## src/rtl/fetch_pkg.sv

```systemverilog
// fetch_pkg: shared types and helpers for the instruction-fetch front end.
//   NOP_INSTR     - instruction presented to decode when the queue is empty
//   INSTR_W/PC_W  - field widths of a queue entry
//   fetch_entry_t - one queue entry {pc, instr}, 64 bits
//   byte_swap()   - reverses byte order of a 32-bit word
package fetch_pkg;

    localparam int INSTR_W = 32;
    localparam int PC_W    = 32;

    localparam logic [INSTR_W-1:0] NOP_INSTR = 32'h0000_0013;

    typedef struct packed {
        logic [PC_W-1:0]    pc;
        logic [INSTR_W-1:0] instr;
    } fetch_entry_t;

    // Memory holds instructions big-endian; decode expects little-endian.
    function automatic logic [31:0] byte_swap(input logic [31:0] w);
        return {w[7:0], w[15:8], w[23:16], w[31:24]};
    endfunction

endpackage

```

## src/rtl/fetch_fifo.sv

```systemverilog
// fetch_fifo: small register-based FIFO with combinational head read.
// Ports:
//   clk, rst       - clock, synchronous active-high reset
//   push, wdata    - write wdata at the tail (caller must not push when full
//                    unless popping in the same cycle)
//   pop            - drop the head entry (caller must not pop when empty)
//   flush          - empty the FIFO; overrides push/pop
//   rdata          - head entry (meaningless when empty)
//   count          - occupancy 0..DEPTH
//   empty, full    - occupancy flags
// DEPTH must be a power of two so the pointers wrap by natural overflow.
module fetch_fifo #(
    parameter int WIDTH = 64,
    parameter int DEPTH = 4
) (
    input  logic                     clk,
    input  logic                     rst,
    input  logic                     push,
    input  logic                     pop,
    input  logic                     flush,
    input  logic [WIDTH-1:0]         wdata,
    output logic [WIDTH-1:0]         rdata,
    output logic [$clog2(DEPTH):0]   count,
    output logic                     empty,
    output logic                     full
);

    localparam int AW = $clog2(DEPTH);
    localparam int CW = AW + 1;

    logic [WIDTH-1:0] mem [DEPTH];
    logic [AW-1:0]    wr_ptr;
    logic [AW-1:0]    rd_ptr;

    always_ff @(posedge clk) begin
        if (rst || flush) begin
            wr_ptr <= '0;
            rd_ptr <= '0;
            count  <= '0;
        end else begin
            if (push) wr_ptr <= wr_ptr + AW'(1);
            if (pop)  rd_ptr <= rd_ptr + AW'(1);
            count <= count + CW'(push) - CW'(pop);
        end
    end

    // Storage needs no reset: stale entries are never visible while count is 0.
    always_ff @(posedge clk) begin
        if (push && !flush && !rst) mem[wr_ptr] <= wdata;
    end

    assign rdata = mem[rd_ptr];
    assign empty = (count == '0);
    assign full  = (count == CW'(DEPTH));

endmodule

```

## src/rtl/instr_fetch_queue.sv

```systemverilog
// instr_fetch_queue: fetch front end feeding decode.
// Owns the PC, addresses a combinational instruction memory, queues fetched
// words tagged with their PC and hands them to decode over valid/ready.
// A redirect from EX flushes the queue and reloads the PC.
// Ports:
//   clk, rst        - clock, synchronous active-high reset
//   mem_addr_I      - instruction word address (pc[31:2])
//   mem_rdata_I     - word at mem_addr_I, same cycle
//   redirect_valid  - load redirect_pc and flush the queue
//   redirect_pc     - new PC, low two bits dropped
//   instr_valid     - queue head valid
//   instr_ready     - decode accepts the head
//   instr, instr_pc - head instruction and its PC (NOP / 0 when empty)
//   fifo_count      - queue occupancy
module instr_fetch_queue
    import fetch_pkg::*;
#(
    parameter int          DEPTH      = 4,
    parameter logic [31:0] RESET_PC   = 32'h0000_0000,
    parameter bit          SWAP_BYTES = 1'b1
) (
    input  logic                   clk,
    input  logic                   rst,
    output logic [31:2]            mem_addr_I,
    input  logic [31:0]            mem_rdata_I,
    input  logic                   redirect_valid,
    input  logic [31:0]            redirect_pc,
    output logic                   instr_valid,
    input  logic                   instr_ready,
    output logic [31:0]            instr,
    output logic [31:0]            instr_pc,
    output logic [$clog2(DEPTH):0] fifo_count
);

    localparam int ENTRY_W = $bits(fetch_entry_t);

    logic [PC_W-1:0]    pc;
    logic               push;
    logic               pop;
    logic               q_empty;
    logic               q_full;
    logic [ENTRY_W-1:0] q_head;
    fetch_entry_t       wr_entry;
    fetch_entry_t       head;

    // A redirect kills both the pending pop and this cycle's fetch.
    assign pop  = instr_valid & instr_ready & ~redirect_valid;
    assign push = ~redirect_valid & (~q_full | pop);

    assign wr_entry.pc    = pc;
    assign wr_entry.instr = SWAP_BYTES ? byte_swap(mem_rdata_I) : mem_rdata_I;

    always_ff @(posedge clk) begin
        if (rst)                 pc <= RESET_PC;
        else if (redirect_valid) pc <= redirect_pc & ~32'h3;
        else if (push)           pc <= pc + 32'd4;   // wraps FFFF_FFFC -> 0
    end

    assign mem_addr_I = pc[31:2];

    fetch_fifo #(
        .WIDTH (ENTRY_W),
        .DEPTH (DEPTH)
    ) u_fifo (
        .clk   (clk),
        .rst   (rst),
        .push  (push),
        .pop   (pop),
        .flush (redirect_valid),
        .wdata (wr_entry),
        .rdata (q_head),
        .count (fifo_count),
        .empty (q_empty),
        .full  (q_full)
    );

    assign head        = q_head;
    assign instr_valid = ~q_empty;
    assign instr       = instr_valid ? head.instr : NOP_INSTR;
    assign instr_pc    = instr_valid ? head.pc    : 32'h0;

endmodule
```

## config.mk

```make
export PLATFORM = sky130hd
export DESIGN_NAME = instr_fetch_queue
export DESIGN_NICKNAME = d
export VERILOG_FILES = /design/src/rtl/fetch_pkg.sv /design/src/rtl/fetch_fifo.sv /design/src/rtl/instr_fetch_queue.sv
export SDC_FILE = /design/constraint.sdc
export NUM_CORES = 1
export LEC_CHECK = 0
export ABC_AREA = 1
export ABC_CLOCK_PERIOD_IN_PS = 5000
export BUFFER_PORTS_ARGS = -buffer_cell sky130_fd_sc_hd__clkbuf_2
export CORE_MARGIN = 10
export CORE_UTILIZATION = 50
export CTS_BUF_LIST = sky130_fd_sc_hd__clkbuf_4 sky130_fd_sc_hd__clkbuf_8 sky130_fd_sc_hd__clkbuf_16
export DETAILED_ROUTE_END_ITERATION = 10
export GPL_TIMING_DRIVEN = 0
export PLACE_DENSITY = 0.7
export RECOVER_POWER = 25
export SLEW_MARGIN = 20
export SYNTH_ARGS = -nofsm -noshare
export SYNTH_HDL_FRONTEND = slang
export SYNTH_SLANG_ARGS = --single-unit
```

## constraint.sdc

```tcl
create_clock -name clk -period 5 [get_ports clk]
set_input_delay 1 -clock clk [delete_from_list [all_inputs] [get_ports clk]]
set_output_delay 1 -clock clk [all_outputs]
set_load 0.02 [all_outputs]
```

-- Word-level counts from Yosys, hierarchy flattened
Memory sizes are Yosys's and may differ from the RTL's. A register that Yosys moved wholly into a read port is not among the register bits.
Index checks and enable logic that the tools add are counted.
- eq/ne operators: 1
- bitwise gates (word level): 7
- shifts and indexed selects: 0
- divide/modulo/power cells: 0
- add/subtract/negate cells: 5
- order comparisons: 0
- reduce and logical (&&, ||, !) cells: 8
- multiply operators: 0
- multiplexer cells: 8
- operator list (cell ; count):
    32-bit 2-to-1 mux ; 4
    32-bit by 3-bit adder with 32-bit output (second input constant) ; 1
    2-bit by 1-bit adder with 2-bit output (second input constant) ; 2
    2-bit 2-to-1 mux ; 2
    3-bit by 1-bit adder with 3-bit output ; 1
    1-bit bitwise AND ; 3
    3-bit equality test (second input constant) ; 1
    3-bit zero test ; 1
    1-bit inverter ; 3
    3-bit by 1-bit subtractor with 3-bit output ; 1
    1-bit logical AND ; 2
    1-bit zero test ; 2
    1-bit 2-to-1 mux ; 2
    2-bit nonzero test ; 1
    2-bit OR reduction ; 1
    1-bit logical OR ; 1
    1-bit OR ; 1
- bits in read-only memories: 0
- bits in latches: 0
- logic and storage cells: 35
- output and inout bits: 98
- memories: 1
- bits in writable memories: 256
- bits of input ports: 68
- register bits after elaboration: 39
- memory list (memory ; words ; bits a word ; read ports ; clocked after memory_dff ; write ports ; RTL line ; text):
    u_fifo.mem ; 4 ; 64 ; 1 ; 1 ; 1 ; fetch_fifo.sv:31 ; logic [WIDTH-1:0] mem [DEPTH];

-- Logic depth before layout (Yosys ltp)
Gate-level depths: netlist of the first run.
- word-level depth: 10
- depth in mapped cells: 11
- mapped depth without buffers: 10

-- Hierarchy
A second synthesis of the first run with hierarchy kept.
- cell total of the unflattened synthesis: 1299
- area, all modules: 13247.7 µm²
- modules (own cells, without submodules) (module ; area each (µm²) ; cells an instance ; times used):
    fetch_fifo ; 10440.0 ; 804 ; 1
    instr_fetch_queue ; 2807.7 ; 495 ; 1

-- Worst setup path before layout of the first run
Ideal clock, no wire load.
- kind: input port to flip-flop
- start: input redirect_valid
- end: memory u_fifo.mem[0][0], enable pin
- setup slack: 0.401 ns
- setup time: 0.482 ns
- stages: 6
- buffers on the path: 1
- arrival time: 4.116 ns
- cells stage by stage: inv_2 > nand2_1 > nand3_1 > buf_2 > nand2_1 > nor2_1
- longest elaborated chain between the ends: 8
- elaborated cells on any way between the ends: 9
- classes of those cells: mux: 2; bitwise: 4; reduce/logical: 3
- ends and longest elaborated chain (element ; RTL line ; text):
    start, declared ; instr_fetch_queue.sv:26 ; input logic redirect_valid,
    1-bit inverter ; instr_fetch_queue.sv:47, instr_fetch_queue.sv:48 ;
    1-bit bitwise AND ; instr_fetch_queue.sv:47 ; assign pop = instr_valid & instr_ready & ~redirect_valid;
    1-bit OR ; instr_fetch_queue.sv:48 ; assign push = ~redirect_valid & (~q_full | pop);
    1-bit bitwise AND ; instr_fetch_queue.sv:48 ;
    1-bit logical AND (*) (2 in a row) ; fetch_fifo.sv:49 ; if (push && !flush && !rst) mem[wr_ptr] <= wdata;
    1-bit 2-to-1 mux (*) ; fetch_fifo.sv:49 ;
    1-bit 2-to-1 mux (not written as such) (*) ; fetch_fifo.sv:49 ;
    end, declared ; fetch_fifo.sv:31 ;
Every way passes the cells marked *; elsewhere a longest branch is shown, timed or not.

-- Worst setup path in the final report of the first run
- start: register u_fifo.count[2]
- end: output instr[1]
- longest elaborated chain between the ends: 2
- ends and longest elaborated chain (element ; RTL line ; text):
    start, declared ; fetch_fifo.sv:23 ; output logic [$clog2(DEPTH):0] count,
    start signal, assigned ; fetch_fifo.sv:43 ; count <= count + CW'(push) - CW'(pop);
    3-bit zero test ; fetch_fifo.sv:53 ; assign empty = (count == '0);
    32-bit 2-to-1 mux ; instr_fetch_queue.sv:79 ; assign instr = instr_valid ? head.instr : NOP_INSTR;
    end, declared ; instr_fetch_queue.sv:30 ; output logic [31:0] instr,
Every way passes these cells.

==> results.toml, run 1 <==
[worst_setup_path]
reg2reg_from = "u_fifo.count[2]"
cp_max_fo = 10
crit_start = "u_fifo.count[2]"
crit_required_ps = 4000
crit_type = "flop to output port"
worst_setup_path_start_kind = "flop"
cp.arrival_ps = 2670
cp-end-kind = "output port"
r2r_cells = 9

[sta]
fmax_mhz = 272
fin_crit_sh = 0.734
finalSetupTns_ps = 0
period_needed_ps = 3670
setup_viol = 0
slew_headroom = 0.398
rsz0062_at_grt = "no"
drv_slew = 0
hold_viol_final = 0
worst_pin_slew_ps = 899
skew_ps = 9.24

[cells_and_area]
layout.nets = 1400
utilization = 0.612
finish.instance_area_um2 = 14500
fill_cells = 1911
antenna_cells = 0
syn_to_final_growth_pct = 19.6
drive_above_1_share = 0.183

[placement]
dpl.hpwl_um = 21400
routabilityCongestion = 0.897
dpl_cell_area_um2 = 13600
port-buffer-count = 161

[drt]
via_count = 8861
drt-pass1-iter-count = 5
drt_iter0_markers = 697
wl_per_cell_um = 18.7
vias_per_cell = 5.32
postRouteAntennaNets = 0
totalWireLength_um = 31200
drc = 0

[floorplanning]
row_count = 56
dieHeight_um = 175
io_pins = 166
initial_core_util = 0.512
coreArea_um2 = 23600
die_width_um = 175
die_area_um2 = 30800

[clocking]
cts_hold_buf = 0
worstSkewPairLatency_ps = 530
clk_path_buf_depth = 3
numCtsBuffers = 29
tritoncts = "yes"
cts.clk_slew.worst_paths_ps = 60
cts.sinks = 287
htree_num_levels = 1
cts_setup_buffers = 0
cts.repair.resized = 0
clockRootBuffer = "clkbuf_16"

[synth]
ys_ff_latch = 287
synthCells = 1121
synth_top_area_share = 0.616
synth-seq-area-share = 0.681
synthDistinctLibCells = 34
synth.area.top_cells = "edfxtp_1 (62%), nor2_1 (8.9%), dfxtp_1 (6.5%), o21ai_0 (5.5%), a21oi_1 (3.4%)"
synth_area_um2 = 12100
yosys_warnings = 0
yosysTopAreaCell = "edfxtp_1"
post_synth.cell_area_avg_um2 = 10.8

[worst_hold_path]
min_path_cells = 2
min_from = "u_fifo.rd_ptr[1]"
hold_class = "flop to flop"

[grt]
grt_pass1_vias = 8843
grt_max_degree = 24
grt_pass1_wl_um = 48300
gr-total-overflow = 0
antenna_found_initial = 0
track_usage = 0.197

[run_status]
status = "complete, no violations"

[power_and_ir_drop]
pwr_density_cell_nw_per_um2 = 363
power.total_mw = 5.24
p_leak_nw = 5.37
ir_worst_vdd_mv = 0.208

[job]
drv_cap = 0
-- sequential cells by signal, indices dropped and copies added (netlist names), named ones only --
signal,flops
u_fifo.mem,248
pc,30
u_fifo.count,3
u_fifo.rd_ptr,2
u_fifo.wr_ptr,2
-- per-layer routing --
metal,vias to the layer above,global-route usage,part of all wire
met3,46,0.0332,0.063
met2,338,0.340,0.49
li1,4300,-,-
met1,4177,0.256,0.44
met4,0,0.0463,0.015
met5,-,0,0
-- area by class of cell --
class | count | area [um2] | area share
Sequential cell | 287 | 8230 | 0.569
Multi-Input combinational cell | 722 | 3420 | 0.236
Timing Repair Buffer | 171 | 1020 | 0.0707
Clock buffer | 37 | 786 | 0.0544
Tap cell | 319 | 399 | 0.0276
Buffer | 58 | 263 | 0.0182
Inverter | 55 | 206 | 0.0143
Clock inverter | 16 | 129 | 0.00892
-- synth_stat cells --
master and instances:
nand3_1 42, nor2_2 5, nand2_1 102, o21bai_1 2
buf_6 1, dfxtp_1 39, buf_2 21, nor3_1 4
nand4_1 7, ha_1 7, o221ai_1 6, xor2_1 4
inv_1 51, conb_1 1, nand3b_1 2, and2_1 1
or2_2 1, nand2_4 2, buf_1 1, clkbuf_1 32
o311ai_0 3, nor2_1 286, nor3_2 1, xnor2_1 5
fa_1 1, inv_2 4, a31oi_1 3, nand2_2 3
edfxtp_1 248, nor2_4 7, a21oi_1 81, o21ai_0 133
a22oi_1 12, buf_4 3
-- cells in the final DEF (no fill, tap or decap), types with 11 or more instances in the layout --
master / synthesis / layout
a21oi_1: 81 / 81
a22oi_1: 12 / 12
buf_2: 21 / 21
clkbuf_1: 32 / 55
clkbuf_16: 0 / 29
clkbuf_2: 0 / 138
dfxtp_1: 39 / 39
edfxtp_1: 248 / 248
inv_1: 51 / 51
nand2_1: 102 / 102
nand3_1: 42 / 42
nor2_1: 286 / 282
nor2_4: 7 / 11
o21ai_0: 133 / 133
-- worst paths after layout --
check / end / slack (ps)
max reg2reg: u_fifo.count[2] / 2180
max: instr[1] / 1330
min reg2reg: u_fifo.rd_ptr[1] / 470
min: u_fifo.rd_ptr[1] / 470
-- cells by family (layout without fill, tap and decap cells) --
kind of cell | after synthesis | count (layout) | share of synthesized area
compound gates | 240 | 240 | 0.105
simple gates | 463 | 463 | 0.159
flops | 287 | 287 | 0.681
xor+xnor | 9 | 9 | 0.00652
other cells | 1 | 2 | 0.000310
buf+inv | 113 | 337 | 0.0388
fa+ha+maj | 8 | 8 | 0.00891
-- report_power, final --
group	internal (mW)	total (mW)	switching, mW
registers	2.67	2.74	0.0628
clock network	1.21	2.06	0.847
logic	0.139	0.453	0.313
-- metrics by stage --
stage | std cells | hold slack, ps | setup slack, ps
after detailed placement | 1612 | 455 | 1700
after global placement | 1602 | 452 | -1940
after floorplan | 1122 | 436 | 401
after CTS | 1665 | 466 | 1290
final | 1665 | 467 | 1330
after global routing | 1665 | 516 | 1150
-- critical path: stages (launching register included) --
cell      delay [ps]
dfxtp_1          360
nor3_2           760
buf_2            380
inv_1            150
o311ai_0         200
clkbuf_2         280
No activity file was read; power rests on OpenSTA's default activity.
==> run 2: changes to the inputs <==
--- a/config.mk
+++ b/config.mk
@@ -5,8 +5,8 @@
 export SDC_FILE = /design/constraint.sdc
 export NUM_CORES = 1
 export LEC_CHECK = 0
-export ABC_AREA = 1
-export ABC_CLOCK_PERIOD_IN_PS = 5000
+export ABC_AREA = 0
+export ABC_CLOCK_PERIOD_IN_PS = 3600
 export BUFFER_PORTS_ARGS = -buffer_cell sky130_fd_sc_hd__clkbuf_2
 export CORE_MARGIN = 10
 export CORE_UTILIZATION = 50
==> constraint.sdc (replaced) <==
create_clock -name clk -period 3.6 [get_ports clk]
set_input_delay 0.72 -clock clk [delete_from_list [all_inputs] [get_ports clk]]
set_output_delay 0.72 -clock clk [all_outputs]
set_load 0.02 [all_outputs]
==> run 2 against run 1 <==
Against the previous run:
- sequential cell count unchanged
- critical path type unchanged
- sequential power increased by 39%
- critical path depth unchanged
- highest routed layer unchanged
- final area decreased by 2.6%
- non-clock buffer count decreased by 22
- clock-buffer cell count increased by 7
- utilization decreased by 0.85 points
- worst setup slack got worse by 1100 ps
- via count decreased by 21%
- final cell count decreased by 26%
- combinational power increased by 29%
- synthesized area decreased by 2.5%
==> results.toml, run 2 <==
[run_status]
status = "complete, no violations"

[worst_setup_path]
cp_max_fo = 10
worst_setup_path_start_kind = "flop"
reg2reg_from = "u_fifo.count[1]"
r2r_slack_ps = 850
rr_endpoint = "u_fifo.count[2]"
cp-end-kind = "output port"
crit_type = "flop to output port"
cp.arrival_ps = 2700
r2r_cells = 9
crit_required_ps = 2880

[cells_and_area]
antenna_cells = 0
final_cell_mix = "edfxtp_1 (248), clkbuf_2 (128), and2_1 (68)"
top_register = "u_fifo.mem"
final_common_cell = "edfxtp_1"
drive_above_1_share = 0.302
fill_cells = 1785
layout.nets = 964
utilization = 0.603
largest_register_ffs = 248
reg_top3 = "u_fifo.mem: 248 flops, pc: 30 flops, u_fifo.count: 3 flops"
syn_to_final_growth_pct = 19.6

[drt]
via_count = 6987
totalWireLength_um = 26800
drt_iter0_markers = 526
vias_per_cell = 5.68
postRouteAntennaNets = 0
wl_per_cell_um = 21.8
drt-pass1-iter-count = 5
drc = 0

[power_and_ir_drop]
combPwrFrac = 0.078
power.total_mw = 7.52
p_sw_mw = 1.68
p_leak_nw = 4.79
pwr_density_cell_nw_per_um2 = 534
seqPwrFrac = 0.506
power.internal_mw = 5.84
power_frac_clock = 0.417
ir_worst_vdd_mv = 0.406
p_sw_frac = 0.223

[placement]
routabilityCongestion = 0.878
dpl.hpwl_um = 17600
port-buffer-count = 160

[floorplanning]
die_area_um2 = 30100
dieHeight_um = 173
die_width_um = 173
initial_core_util = 0.505
row_count = 56
io_pins = 166
coreArea_um2 = 23300

[sta]
period_needed_ps = 3420
drv_slew = 0
setup_viol = 0
fmax_mhz = 293
worst_pin_slew_ps = 791
skew_ps = 19.2
hold_viol_final = 0
slew_headroom = 0.473
rsz0062_at_grt = "no"
fin_crit_sh = 0.949

[synth]
synth_top_area_share = 0.633
synthDistinctLibCells = 60
yosysTopAreaCell = "edfxtp_1"
post_synth.cell_area_avg_um2 = 17.0
synth-async-reset-ratio = 0
synth_edf_count = 248
synthCells = 691
ys_ff_latch = 287
synth_area_um2 = 11800
synth.most_common_cell = "edfxtp_1"
synth-main-ff-cell = "edfxtp_1"
yosys-top-cells-count = "edfxtp_1 (248), and2_1 (72), mux4_2 (62)"
synth-seq-area-share = 0.699
synth.area.top_cells = "edfxtp_1 (63%), mux4_2 (12%), dfxtp_1 (6.6%), and2_1 (3.8%), clkbuf_1 (0.92%)"
yosys_warnings = 0

[grt]
gr-total-overflow = 0
track_usage = 0.173
grt_pass1_vias = 7191
grt_pass1_wl_um = 41600
grt_max_degree = 42
antenna_found_initial = 0

[clocking]
tritoncts = "yes"
cts.sinks = 287
clockRootBuffer = "clkbuf_16"
numCtsBuffers = 30
htree_num_levels = 1
cts_setup_buffers = 0
clk_path_buf_depth = 3
cts.clk_slew.worst_paths_ps = 60
worstSkewPairLatency_ps = 550

[worst_hold_path]
min_path_cells = 3
hold_class = "input port to flop"
hold-path-endpoint = "pc[15]"
min_from = "redirect_pc[15]"

[job]
drv_cap = 0
==> run 2: changes by cell type in the layout (fill, tap and decap cells not counted), sizes merged, moves of 40 or more <==
| cell | delta |
|---|---|
| o21ai | -127 |
| mux4 | +62 |
| and2 | +71 |
| nand2 | -83 |
| nor2 | -271 |
| a21oi | -79 |
| inv | -40 |
==> run 2: area by class of cell <==
type / count / area, um2 / share of cell area
Inverter: 16 / 60.1 / 0.00427
Buffer: 43 / 194 / 0.0138
Tap cell: 319 / 399 / 0.0283
Timing Repair Buffer: 164 / 871 / 0.0618
Clock buffer: 44 / 886 / 0.0629
Sequential cell: 287 / 8230 / 0.584
Clock inverter: 12 / 134 / 0.00951
Multi-Input combinational cell: 346 / 3310 / 0.235
==> run 2: metal layers <==
layer	wire length (um)	global-route usage	vias to the layer above
met3	1960	0.0464	43
met1	11500	0.231	3537
li1	-	-	3154
met2	12900	0.281	253
met4	480	0.0359	0
met5	0	0	-
==> run 2: how the worst max path moves through the flow <==
stage | from | end
floorplan | redirect_valid | u_fifo.mem[2][0]
global placement | redirect_valid | u_fifo.mem[1][11]
detailed placement | rst | u_fifo.mem[0][17]
CTS | flop | instr[4]
global route | flop | instr[4]
finish | flop | instr[4]
==> run 2: kinds of logic after synthesis <==
logic type	Yosys count	synth area share
DFF	287	0.699
and+or+nand+nor	186	0.0899
AOI/OAI and AO/OA	74	0.0514
muxes	62	0.119
buffers and inverters	59	0.0214
xor gates and xnor gates	14	0.0104
adders and majority gates	8	0.00914
other	1	0.000319
==> run 2: power by group through the flow <==
| stage | sequential (mW) | combinational (mW) | clock, mW |
|---|---|---|---|
| finish | 3.80 | 0.583 | 3.13 |
| global route | 3.81 | 0.636 | 3.32 |
| CTS | 3.80 | 0.599 | 3.20 |
| detailed placement | 3.87 | 0.597 | 0 |
| global placement | 3.87 | 0.580 | 0 |
| floorplan | 3.88 | 0.320 | 0 |
==> run 2: critical path, stage by stage, from the launching register on <==
cell	delay, ps
dfxtp_1	300
clkbuf_1	420
clkbuf_1	540
mux4_2	400
or2_2	310
clkbuf_2	170
==> run 2: timing repair <==
action                     4_1_cts  5_1_grt
setup endpoints to repair        0        1
hold buffers                     0        0
gates resized for setup          0        1
==> run 2: per-stage QoR <==
| step | hold slack [ps] | area, um2 | std cells | setup WS, ps | TNS (ps) |
|---|---|---|---|---|---|
| finish | 423 | 14100 | 1231 | 182 | 0 |
| CTS | 373 | 14100 | 1231 | 58.9 | 0 |
| detailed placement | 487 | 13100 | 1175 | 410 | 0 |
| floorplan | 465 | 11800 | 692 | 126 | 0 |
| global route | 430 | 14100 | 1231 | 24.1 | 0 |
| global placement | 485 | 13000 | 1171 | -1520 | -368200 |
